File: config.mk
export PLATFORM = sky130hd
export DESIGN_NAME = temp_ctrl_fsm
export DESIGN_NICKNAME = d
export VERILOG_FILES = /design/src/rtl/temp_ctrl_pkg.sv /design/src/rtl/temp_ctrl_fsm_sample_confirm.sv /design/src/rtl/temp_ctrl_fsm.sv
export SDC_FILE = /design/constraint.sdc
export NUM_CORES = 1
export LEC_CHECK = 0
export ABC_AREA = 1
export CAP_MARGIN = 20
export CELL_PAD_IN_SITES_DETAIL_PLACEMENT = 2
export CELL_PAD_IN_SITES_GLOBAL_PLACEMENT = 2
export CORE_MARGIN = 1
export CORE_UTILIZATION = 32
export DETAILED_ROUTE_END_ITERATION = 8
export HOLD_SLACK_MARGIN = 0.03
export MAX_ROUTING_LAYER = met4
export PLACE_DENSITY = 0.78
export SKIP_LAST_GASP = 1
export SLEW_MARGIN = 20
export SYNTH_ARGS = -nofsm -noshare
export SYNTH_HDL_FRONTEND = slang
export SYNTH_SLANG_ARGS = --single-unit
File: constraint.sdc
create_clock -name clk -period 2.27 [get_ports clk]
set_input_delay 0.454 -clock clk [delete_from_list [all_inputs] [get_ports clk]]
set_output_delay 0.454 -clock clk [all_outputs]
set_load 0.005 [all_outputs]
File: src/rtl/temp_ctrl_pkg.sv
// Shared types and constants for the temperature control FSM and its sample
// confirmation stage.
package temp_ctrl_pkg;

  localparam int AGREE_W = 4;
  localparam int DWELL_W = 24;

  typedef enum logic [1:0] {
    ST_IDLE = 2'b00,
    ST_HEAT = 2'b01,
    ST_COOL = 2'b10
  } state_t;

  typedef enum logic [1:0] {
    DEC_OK   = 2'b00,
    DEC_HOT  = 2'b01,
    DEC_COLD = 2'b10
  } decision_t;

  // Exactly one of greater/equal/lower must be set for a usable sample.
  function automatic logic flags_one_hot(input logic g, input logic e, input logic l);
    logic r;
    case ({g, e, l})
      3'b100, 3'b010, 3'b001: r = 1'b1;
      default:                r = 1'b0;
    endcase
    return r;
  endfunction

  function automatic decision_t flags_decode(input logic g, input logic l);
    decision_t d;
    if (g)      d = DEC_HOT;
    else if (l) d = DEC_COLD;
    else        d = DEC_OK;
    return d;
  endfunction

endpackage

File: src/rtl/temp_ctrl_fsm_sample_confirm.sv
// Debounce stage: validates each sample strobe, tracks the candidate decision
// and counts consecutive agreeing samples up to CONFIRM_COUNT.
module sample_confirm
  import temp_ctrl_pkg::*;
#(
  parameter int CONFIRM_COUNT = 3
) (
  input  logic      i_clk,
  input  logic      i_rst,
  input  logic      i_enable,
  input  logic      i_clr_agree,
  input  logic      i_sample_valid,
  input  logic      i_temp_greater,
  input  logic      i_temp_equal,
  input  logic      i_temp_lower,
  output logic      o_confirmed,
  output decision_t o_decision,
  output logic      o_malformed
);

  localparam logic [AGREE_W-1:0] CONFIRM_Q = AGREE_W'(CONFIRM_COUNT);

  decision_t          r_candidate;
  logic [AGREE_W-1:0] r_agree_cnt;
  logic               r_malformed;

  logic      w_one_hot;
  logic      w_well_formed;
  decision_t w_decision;

  assign w_one_hot     = flags_one_hot(i_temp_greater, i_temp_equal, i_temp_lower);
  assign w_well_formed = i_sample_valid && w_one_hot;
  assign w_decision    = flags_decode(i_temp_greater, i_temp_lower);

  always_ff @(posedge i_clk) begin
    if (i_rst) begin
      r_candidate <= DEC_OK;
      r_agree_cnt <= '0;
      r_malformed <= 1'b0;
    end else begin
      // Malformed strobes are reported even while the controller is disabled.
      r_malformed <= i_sample_valid && !w_one_hot;
      if (!i_enable) begin
        r_candidate <= DEC_OK;
        r_agree_cnt <= '0;
      end else if (i_clr_agree) begin
        r_agree_cnt <= '0;
      end else if (w_well_formed) begin
        if (w_decision == r_candidate) begin
          if (r_agree_cnt != CONFIRM_Q) r_agree_cnt <= r_agree_cnt + 1'b1;
        end else begin
          r_candidate <= w_decision;
          r_agree_cnt <= AGREE_W'(1);
        end
      end
    end
  end

  assign o_confirmed = (r_agree_cnt == CONFIRM_Q);
  assign o_decision  = r_candidate;
  assign o_malformed = r_malformed;

endmodule

File: src/rtl/temp_ctrl_fsm.sv
// Heater/cooler controller: debounced decisions, minimum dwell in HEAT/COOL,
// mutually exclusive enables. Define TEMP_CTRL_TIMEOUT_EN for the sensor watchdog.
module temp_ctrl_fsm
  import temp_ctrl_pkg::*;
#(
  parameter int CONFIRM_COUNT  = 3,
  parameter int DWELL_CYCLES   = 1000,
  parameter int TIMEOUT_CYCLES = 100000
) (
  input  logic       clk,
  input  logic       rst,
  input  logic       enable,
  input  logic       sample_valid,
  input  logic       temp_greater,
  input  logic       temp_equal,
  input  logic       temp_lower,
  output logic       heater_on,
  output logic       cooler_on,
  output logic [1:0] ctrl_state,
  output logic       flag_error,
  output logic       sensor_fault
);

  if (CONFIRM_COUNT < 1 || CONFIRM_COUNT > 15) begin : g_bad_confirm
    $error("CONFIRM_COUNT must be within 1..15");
  end
  if (DWELL_CYCLES < 1 || DWELL_CYCLES > 16777215) begin : g_bad_dwell
    $error("DWELL_CYCLES must be within 1..2^24-1");
  end
  if (TIMEOUT_CYCLES < 1) begin : g_bad_timeout
    $error("TIMEOUT_CYCLES must be at least 1");
  end

  localparam logic [DWELL_W-1:0] DWELL_LOAD = DWELL_W'(DWELL_CYCLES);

  state_t             r_state;
  logic [DWELL_W-1:0] r_dwell;
  logic               r_heater;
  logic               r_cooler;

  state_t             w_state_nxt;
  logic [DWELL_W-1:0] w_dwell_nxt;
  logic               w_confirmed;
  decision_t          w_decision;
  logic               w_malformed;
  logic               w_timeout;
  logic               w_fault;

  sample_confirm #(
    .CONFIRM_COUNT(CONFIRM_COUNT)
  ) u_confirm (
    .i_clk          (clk),
    .i_rst          (rst),
    .i_enable       (enable),
    .i_clr_agree    (w_timeout),
    .i_sample_valid (sample_valid),
    .i_temp_greater (temp_greater),
    .i_temp_equal   (temp_equal),
    .i_temp_lower   (temp_lower),
    .o_confirmed    (w_confirmed),
    .o_decision     (w_decision),
    .o_malformed    (w_malformed)
  );

`ifdef TEMP_CTRL_TIMEOUT_EN
  localparam int WD_W = $clog2(TIMEOUT_CYCLES + 1);

  logic [WD_W-1:0] r_wd;
  logic            r_fault;
  logic            w_sample_ok;

  assign w_sample_ok = sample_valid && flags_one_hot(temp_greater, temp_equal, temp_lower);
  // A strobe in the expiring cycle counts as sensor activity, so no timeout.
  assign w_timeout   = enable && !sample_valid && (r_wd == WD_W'(TIMEOUT_CYCLES - 1));

  always_ff @(posedge clk) begin
    if (rst) begin
      r_wd    <= '0;
      r_fault <= 1'b0;
    end else if (!enable) begin
      r_wd <= '0;
    end else if (sample_valid) begin
      r_wd <= '0;
      if (w_sample_ok) r_fault <= 1'b0;
    end else if (w_timeout) begin
      r_wd    <= '0;
      r_fault <= 1'b1;
    end else begin
      r_wd <= r_wd + 1'b1;
    end
  end

  assign w_fault      = r_fault;
  assign sensor_fault = r_fault;
`else
  assign w_timeout    = 1'b0;
  assign w_fault      = 1'b0;
  assign sensor_fault = 1'b0;
`endif

  always_comb begin
    w_state_nxt = r_state;
    w_dwell_nxt = r_dwell;
    if (!enable || w_timeout) begin
      w_state_nxt = ST_IDLE;
      w_dwell_nxt = '0;
    end else begin
      case (r_state)
        ST_IDLE: begin
          if (!w_fault && w_confirmed) begin
            if (w_decision == DEC_COLD) begin
              w_state_nxt = ST_HEAT;
              w_dwell_nxt = DWELL_LOAD;
            end else if (w_decision == DEC_HOT) begin
              w_state_nxt = ST_COOL;
              w_dwell_nxt = DWELL_LOAD;
            end
          end
        end
        ST_HEAT: begin
          if (r_dwell != '0) w_dwell_nxt = r_dwell - 1'b1;
          else if (w_confirmed && w_decision != DEC_COLD) w_state_nxt = ST_IDLE;
        end
        ST_COOL: begin
          if (r_dwell != '0) w_dwell_nxt = r_dwell - 1'b1;
          else if (w_confirmed && w_decision != DEC_HOT) w_state_nxt = ST_IDLE;
        end
        default: begin
          w_state_nxt = ST_IDLE;
          w_dwell_nxt = '0;
        end
      endcase
    end
  end

  // Enables are registered from the next state so they track ctrl_state exactly.
  always_ff @(posedge clk) begin
    if (rst) begin
      r_state  <= ST_IDLE;
      r_dwell  <= '0;
      r_heater <= 1'b0;
      r_cooler <= 1'b0;
    end else begin
      r_state  <= w_state_nxt;
      r_dwell  <= w_dwell_nxt;
      r_heater <= (w_state_nxt == ST_HEAT);
      r_cooler <= (w_state_nxt == ST_COOL);
    end
  end

  assign heater_on  = r_heater;
  assign cooler_on  = r_cooler;
  assign ctrl_state = r_state;
  assign flag_error = w_malformed;

endmodule

Yosys cells after proc, flatten, opt, wreduce, memory -nomap -nowiden

Cells that the tools add are included.

Bitwise gates (word level): 2
Reduce and logical (&&, ||, !) cells: 13
Muxes and demuxes: 19
$add $sub $neg: 2
Equal/unequal tests: 18

Operators by type and width:

| kind                                                   | number |
|---|---|
| 2-to-1 mux 24 bit                                      | 4 |
| one-hot mux 24 bit (2 select lines)                    | 1 |
| nonzero test 24 bit                                    | 1 |
| subtractor 24 x 1 -> 24 bit (second input constant)    | 1 |
| 2-to-1 mux 2 bit                                       | 10 |
| 2-to-1 mux 4 bit                                       | 2 |
| equality test 2 x 1 -> 1 bit (second input constant)   | 3 |
| equality test 2 bit (second input constant)            | 3 |
| inequality test 2 bit (second input constant)          | 3 |
| one-hot mux 2 bit (3 select lines)                     | 1 |
| adder 4 x 1 -> 4 bit (second input constant)           | 1 |
| equality test 4 x 2 -> 1 bit (second input constant)   | 1 |
| logical AND 1 bit                                      | 4 |
| inequality test 2 x 1 -> 1 bit (second input constant) | 2 |
| inequality test 4 x 2 -> 1 bit (second input constant) | 1 |
| AND reduction 2 bit                                    | 2 |
| OR reduction 2 bit                                     | 2 |
| equality test 3 x 1 -> 1 bit (second input constant)   | 1 |
| equality test 3 x 2 -> 1 bit (second input constant)   | 1 |
| equality test 3 bit (second input constant)            | 1 |
| inequality test 3 bit (second input constant)          | 1 |
| AND reduction 3 bit                                    | 1 |
| OR reduction 3 bit                                     | 1 |
| equality test 2 bit                                    | 1 |
| other kinds (4)                                        | 5 |

Register bits: 35
Output and inout port bits: 6
Input port bits: 7

Depth between registers and ports, before layout

Gate-level depths: netlist of the first run.

Word-level depth: 7
Depth in mapped cells: 12

Modules after synthesis

Synthesis of the first run repeated with hierarchy kept, for this count alone.

Cell total of the unflattened synthesis: 377
Area total of the unflattened synthesis: 2537.4 um^2

By module, submodules not included:

| module         | seq. area each (um^2) | cells each | area an instance (um^2) | instances |
|---|---|---|---|---|
| temp_ctrl_fsm  | 560.5                 | 304        | 2025.7                  | 1 |
| sample_confirm | 140.1                 | 73         | 511.7                   | 1 |

Worst setup path after synthesis of the first run

No wires, ideal clock.

Path kind: register to register
Start point: register r_state[1] (netlist: ctrl_state[1])
End point: register r_dwell[4]
Slack: 0.532 ns
Arrival time: 1.620 ns
Period minus slack after synthesis: 1.738 ns
Stages on the path, launching flop included: 10
Buffers on the path: 1
Cell sequence: dfxtp_1 inv_1 ha_1 inv_1 nand2_1 nand2_4 clkinv_2 buf_6 nor3_1 nor2_1

Cells in the longest elaborated chain, start to end: 4
Elaborated cells on any way between the ends: 9
Those cells by class: eq/ne (5); mux (1); reduce/logical (3)

Ends and longest elaborated chain:

| item                                                                | RTL line             | source |
|---|---|---|
| from (decl)                                                         | temp_ctrl_fsm.sv:36  | `state_t r_state;` |
| from (signal assigned)                                              | temp_ctrl_fsm.sv:144 | `r_state <= w_state_nxt;` |
| equality test 2 bit or equality test 2 x 1 -> 1 bit (tied branches) | temp_ctrl_fsm.sv:108 | `case (r_state)` |
| OR reduction 2 bit (no line)                                        | -                    |  |
| inequality test 2 x 1 -> 1 bit (no line)                            | -                    |  |
| AND reduction 3 bit (no line)                                       | -                    |  |
| to (signal assigned)                                                | temp_ctrl_fsm.sv:145 | `r_dwell <= w_dwell_nxt;` |
| to (decl)                                                           | temp_ctrl_fsm.sv:37  | `logic [DWELL_W-1:0] r_dwell;` |

Several ways; a longest one is shown, not always the timed one.
A chain may end at the register's enable or synchronous reset.

Final worst setup path of the first run

Start point: register r_dwell[0]
End point: register r_dwell[10]

Cells in the longest elaborated chain, start to end: 3
Elaborated cells on any way between the ends: 6
Those cells by class: add/sub (1); eq/ne (1); mux (2); reduce/logical (2)

Ends and longest elaborated chain:

| item                                                                       | RTL line |
|---|---|
| subtractor 24 x 1 -> 24 bit or nonzero test 24 bit (tied branches)         | temp_ctrl_fsm.sv:121, temp_ctrl_fsm.sv:125 |
| 2-to-1 mux 24 bit or inequality test 2 x 1 -> 1 bit (tied branches)        | - |
| one-hot mux 24 bit (2 select lines) or AND reduction 3 bit (tied branches) | - |

Several ways; a longest one is shown, not always the timed one. The select of a mux whose other input is x is not followed.

==> results of run 1 <==
worst min path at each step:
| stage | from | endpoint | slack, ps | depth (start not counted) |
|---|---|---|---|---|
| global route | r_dwell[1] | r_dwell[1] | 530 | 2 |
| CTS | r_dwell[1] | r_dwell[1] | 490 | 2 |
| finish | r_dwell[1] | r_dwell[1] | 480 | 2 |
| detailed placement | r_dwell[1] | r_dwell[1] | 470 | 2 |
| floorplan | r_dwell[1] | r_dwell[1] | 440 | 2 |
| global placement | r_dwell[0] | r_dwell[0] | 450 | 2 |
area by class of cell:
type,count,area (µm²)
Tap cell,96,120
Fill cell,903,4230
Sequential cell,35,701
Clock buffer,8,100
Timing Repair Buffer,16,148
Multi-Input combinational cell,272,1340
Inverter,50,189
kinds of logic after synthesis:
group	synth area share [%]
fa+ha+maj	4.39
compound gates	11.5
buf+inv	10.5
xor+xnor	1.54
simple gates	41.2
other cells	0.164
flops	30.7
worst max-delay path, stage by stage (launching register included):
cell                       delay [ps]
sky130_fd_sc_hd__dfxtp_1          320
sky130_fd_sc_hd__inv_1            100
sky130_fd_sc_hd__ha_1             270
sky130_fd_sc_hd__nand3_2          170
sky130_fd_sc_hd__nor2_4           230
sky130_fd_sc_hd__nand3_2          130
sky130_fd_sc_hd__nand2_2          100
sky130_fd_sc_hd__nand2_4          120
sky130_fd_sc_hd__clkinv_2         220
sky130_fd_sc_hd__o21ai_0          110
sky130_fd_sc_hd__nand2_1           70
sky130_fd_sc_hd__nor2_1            40
flip-flops by register name, summed over array words and instances (netlist names):
register               cells
u_confirm.r_agree_cnt      4
u_confirm.o_malformed      1
u_confirm.o_decision       2
ctrl_state                 2
cooler_on                  1
heater_on                  1
r_dwell                   24
through the flow:
step / worst slack, ps / hold WS, ps / power, mW / cell area (µm²)
after floorplan: 532 / 445 / 0.668 / 2280
after global placement: 264 / 455 / 0.691 / 2500
after detailed placement: 150 / 473 / 0.693 / 2500
after CTS: 211 / 486 / 1.22 / 2600
after global routing: 58.5 / 525 / 1.25 / 2600
final: 281 / 481 / 1.20 / 2600
routing by layer:
layer / global-route usage, % / up-vias / share of wire [%]
met2: 40.8 / 21 / 54
met4: 3.64 / 0 / 0.56
li1: - / 1178 / -
met1: 23.3 / 1149 / 44
met3: 4.86 / 4 / 1.7
met5: - / - / 0
synthesized netlist by cell type:
master,n
sky130_fd_sc_hd__clkinv_2,1
sky130_fd_sc_hd__xnor2_1,1
sky130_fd_sc_hd__o21ai_1,5
sky130_fd_sc_hd__o21ai_0,14
sky130_fd_sc_hd__dfxtp_1,35
sky130_fd_sc_hd__nor3b_1,3
sky130_fd_sc_hd__nand3b_1,1
sky130_fd_sc_hd__conb_1,1
sky130_fd_sc_hd__ha_1,8
sky130_fd_sc_hd__nand4_1,6
sky130_fd_sc_hd__a21oi_2,7
sky130_fd_sc_hd__nand3_2,3
sky130_fd_sc_hd__nor2_1,61
sky130_fd_sc_hd__nor3_1,7
sky130_fd_sc_hd__nor2_4,2
sky130_fd_sc_hd__buf_4,1
sky130_fd_sc_hd__xor2_1,3
sky130_fd_sc_hd__buf_6,3
sky130_fd_sc_hd__nand2_1,91
sky130_fd_sc_hd__a21oi_1,15
sky130_fd_sc_hd__o211ai_1,2
sky130_fd_sc_hd__nand2_4,1
sky130_fd_sc_hd__nor2_2,3
sky130_fd_sc_hd__buf_2,1
sky130_fd_sc_hd__nand2_2,3
sky130_fd_sc_hd__clkinv_1,1
sky130_fd_sc_hd__o21ai_2,1
sky130_fd_sc_hd__inv_2,5
sky130_fd_sc_hd__inv_1,43
sky130_fd_sc_hd__a21o_1,1
sky130_fd_sc_hd__clkbuf_1,1
sky130_fd_sc_hd__nand3_1,33
where the power goes:
group          switching [mW]  leakage, nW  internal, mW  total (mW)
logic                  0.0368        0.843        0.0224      0.0592
clock network           0.244       0.0515         0.278       0.522
registers             0.00188        0.282         0.616       0.618
total                   0.283         1.18         0.916        1.20
==> results by group, run 1 <==
Setup path
  • Critical Path Sink: r_dwell[10]
  • Worst flop-to-flop path endpoint: r_dwell[10]
  • Maximum fanout count along the critical path: 16
  • First element of the critical path: r_dwell[0]
  • Class of the most critical setup path: reg2reg
  • Crit start category: flop
  • Cell count of the worst reg-to-reg path: 11
  • Launch point of the worst reg-to-reg path: r_dwell[0]
  • Worst setup slack for register-to-register paths: between 200 and 300 ps
  • Critical path capture point type: flop
  • Arrival time at the worst endpoint: 2180 ps
  • Worst Path Required: approximately 2500 ps

GRT
  • Initial antenna violation count: 0
  • Pin count of the biggest net entering global routing: 17
  • All-layer global routing usage: a little over a fifth
  • First-pass GRT wire length: ~12 mm
  • Global route overflow: 0
  • Vias in the first global route: roughly 2500

Routing
  • Number of optimization iterations in the first detailed-route pass: 4
  • Violation count after the first detailed-route iteration: 77
  • Drt via density: a little under 5
  • Antenna Violating Nets Remaining: 0
  • Count of unresolved DRC violations after routing: 0
  • Total vias in the final route: between 2000 and 2500
  • DR WL/cell: 15.0 µm
  • Total Routed Length: between 7 and 8 mm

STA
  • Total count of hold-check failures in the final report: 0
  • Final Max Slew Viols: 0
  • Final period util: between 80% and 90%
  • Setup TNS after final layout: 0 ps
  • Achievable clock frequency: 0.503 GHz
  • Finish-stage setup viols: 0
  • Unrepaired setup endpoints after global routing: no
  • Tmin final: just under 2000 ps
  • Skew final: ~5 ps

Synthesis
  • Cells after synthesis: roughly 360
  • Count of warnings emitted by yosys: 0
  • Top area cells in the synthesized netlist: sky130_fd_sc_hd__dfxtp_1, sky130_fd_sc_hd__nand2_1, sky130_fd_sc_hd__nor2_1
  • Sequential-to-total area share from yosys stat: between 30% and 40%
  • Synthesized area per cell: between 6 and 7 µm²
  • Summed instance area of the synthesized netlist: 2280 µm²
  • Post-synthesis sequential element count: 35
  • Nets in the synthesized netlist: ~380
  • Top cell type's share of synthesized area: 30.7%
  • Number of distinct library cell variants in the gate-level netlist after synthesis: 32
  • Dominant cell type by area after synthesis: sky130_fd_sc_hd__dfxtp_1

Clock network
  • Cts repair resizes: 0
  • Number of H-tree levels: 2
  • Cts-stage hold buffer count: 0
  • Clock insertion delay at the later pin of the skew report: a little under 300 ps
  • Number of buffers added by the clock tree synthesis step: 5
  • Clock transition time at the flip-flop clock pins of the worst setup and hold paths: ~80 ps
  • Clock root buffer master: sky130_fd_sc_hd__clkbuf_8
  • # Post-CTS Setup Buffers: 0
  • Number of sinks on the clock net: 35
  • Clk buf depth: 2
  • CTS tree: yes

Power
  • Maximum vdd drop: about 0.00030 V
  • PwrDens: 461 nW/µm²
  • Total leakage power: approximately 1.2 nW

Layout
  • Ant diodes: 0
  • Layout cells sized above 1: under 10%
  • Commonest cells after routing, fill and taps aside: sky130_fd_sc_hd__nand2_1, sky130_fd_sc_hd__nor2_1, sky130_fd_sc_hd__inv_1, sky130_fd_sc_hd__dfxtp_1, sky130_fd_sc_hd__nand3_1
  • Non-Filler Instances: 477
  • Number of nets at the end of the flow: 395
  • Final Core Density: about two fifths
  • Syn-to-layout area delta: 13.9%
  • Commonest non-fill, non-tap cell in the layout: sky130_fd_sc_hd__nand2_1

Place
  • Post-Place Cells: between 400 and 500
  • Half-perimeter wire length of the detailed placement result: 5.60 mm
  • IO buf count: 11
  • Global placement routability congestion: around 0.73

Floorplan
  • Chip Height: around 86 µm
  • Die W: between 80 and 90 µm
  • Row cnt: 30
  • Initial Utilization: roughly a third
  • Area of the die: roughly 7500 µm²
  • Number of placed I/O pins: 13
  • CORE AREA: 6830 µm²

Worst hold path
  • Type of the tightest min-delay check: reg2reg

Status
  • Status: finished, final reports clean

Run
  • Maxcap violations: 0
(Power assumes the default switching activity.)
==> run 2: changes to the inputs <==
--- a/config.mk
+++ b/config.mk
@@ -6,7 +6,6 @@
 export NUM_CORES = 1
 export LEC_CHECK = 0
 export ABC_AREA = 1
-export CAP_MARGIN = 20
 export CELL_PAD_IN_SITES_DETAIL_PLACEMENT = 2
 export CELL_PAD_IN_SITES_GLOBAL_PLACEMENT = 2
 export CORE_MARGIN = 1
==> results of run 2 <==
Same layout as run 1: the final DEF is identical, and so are final timing and power.
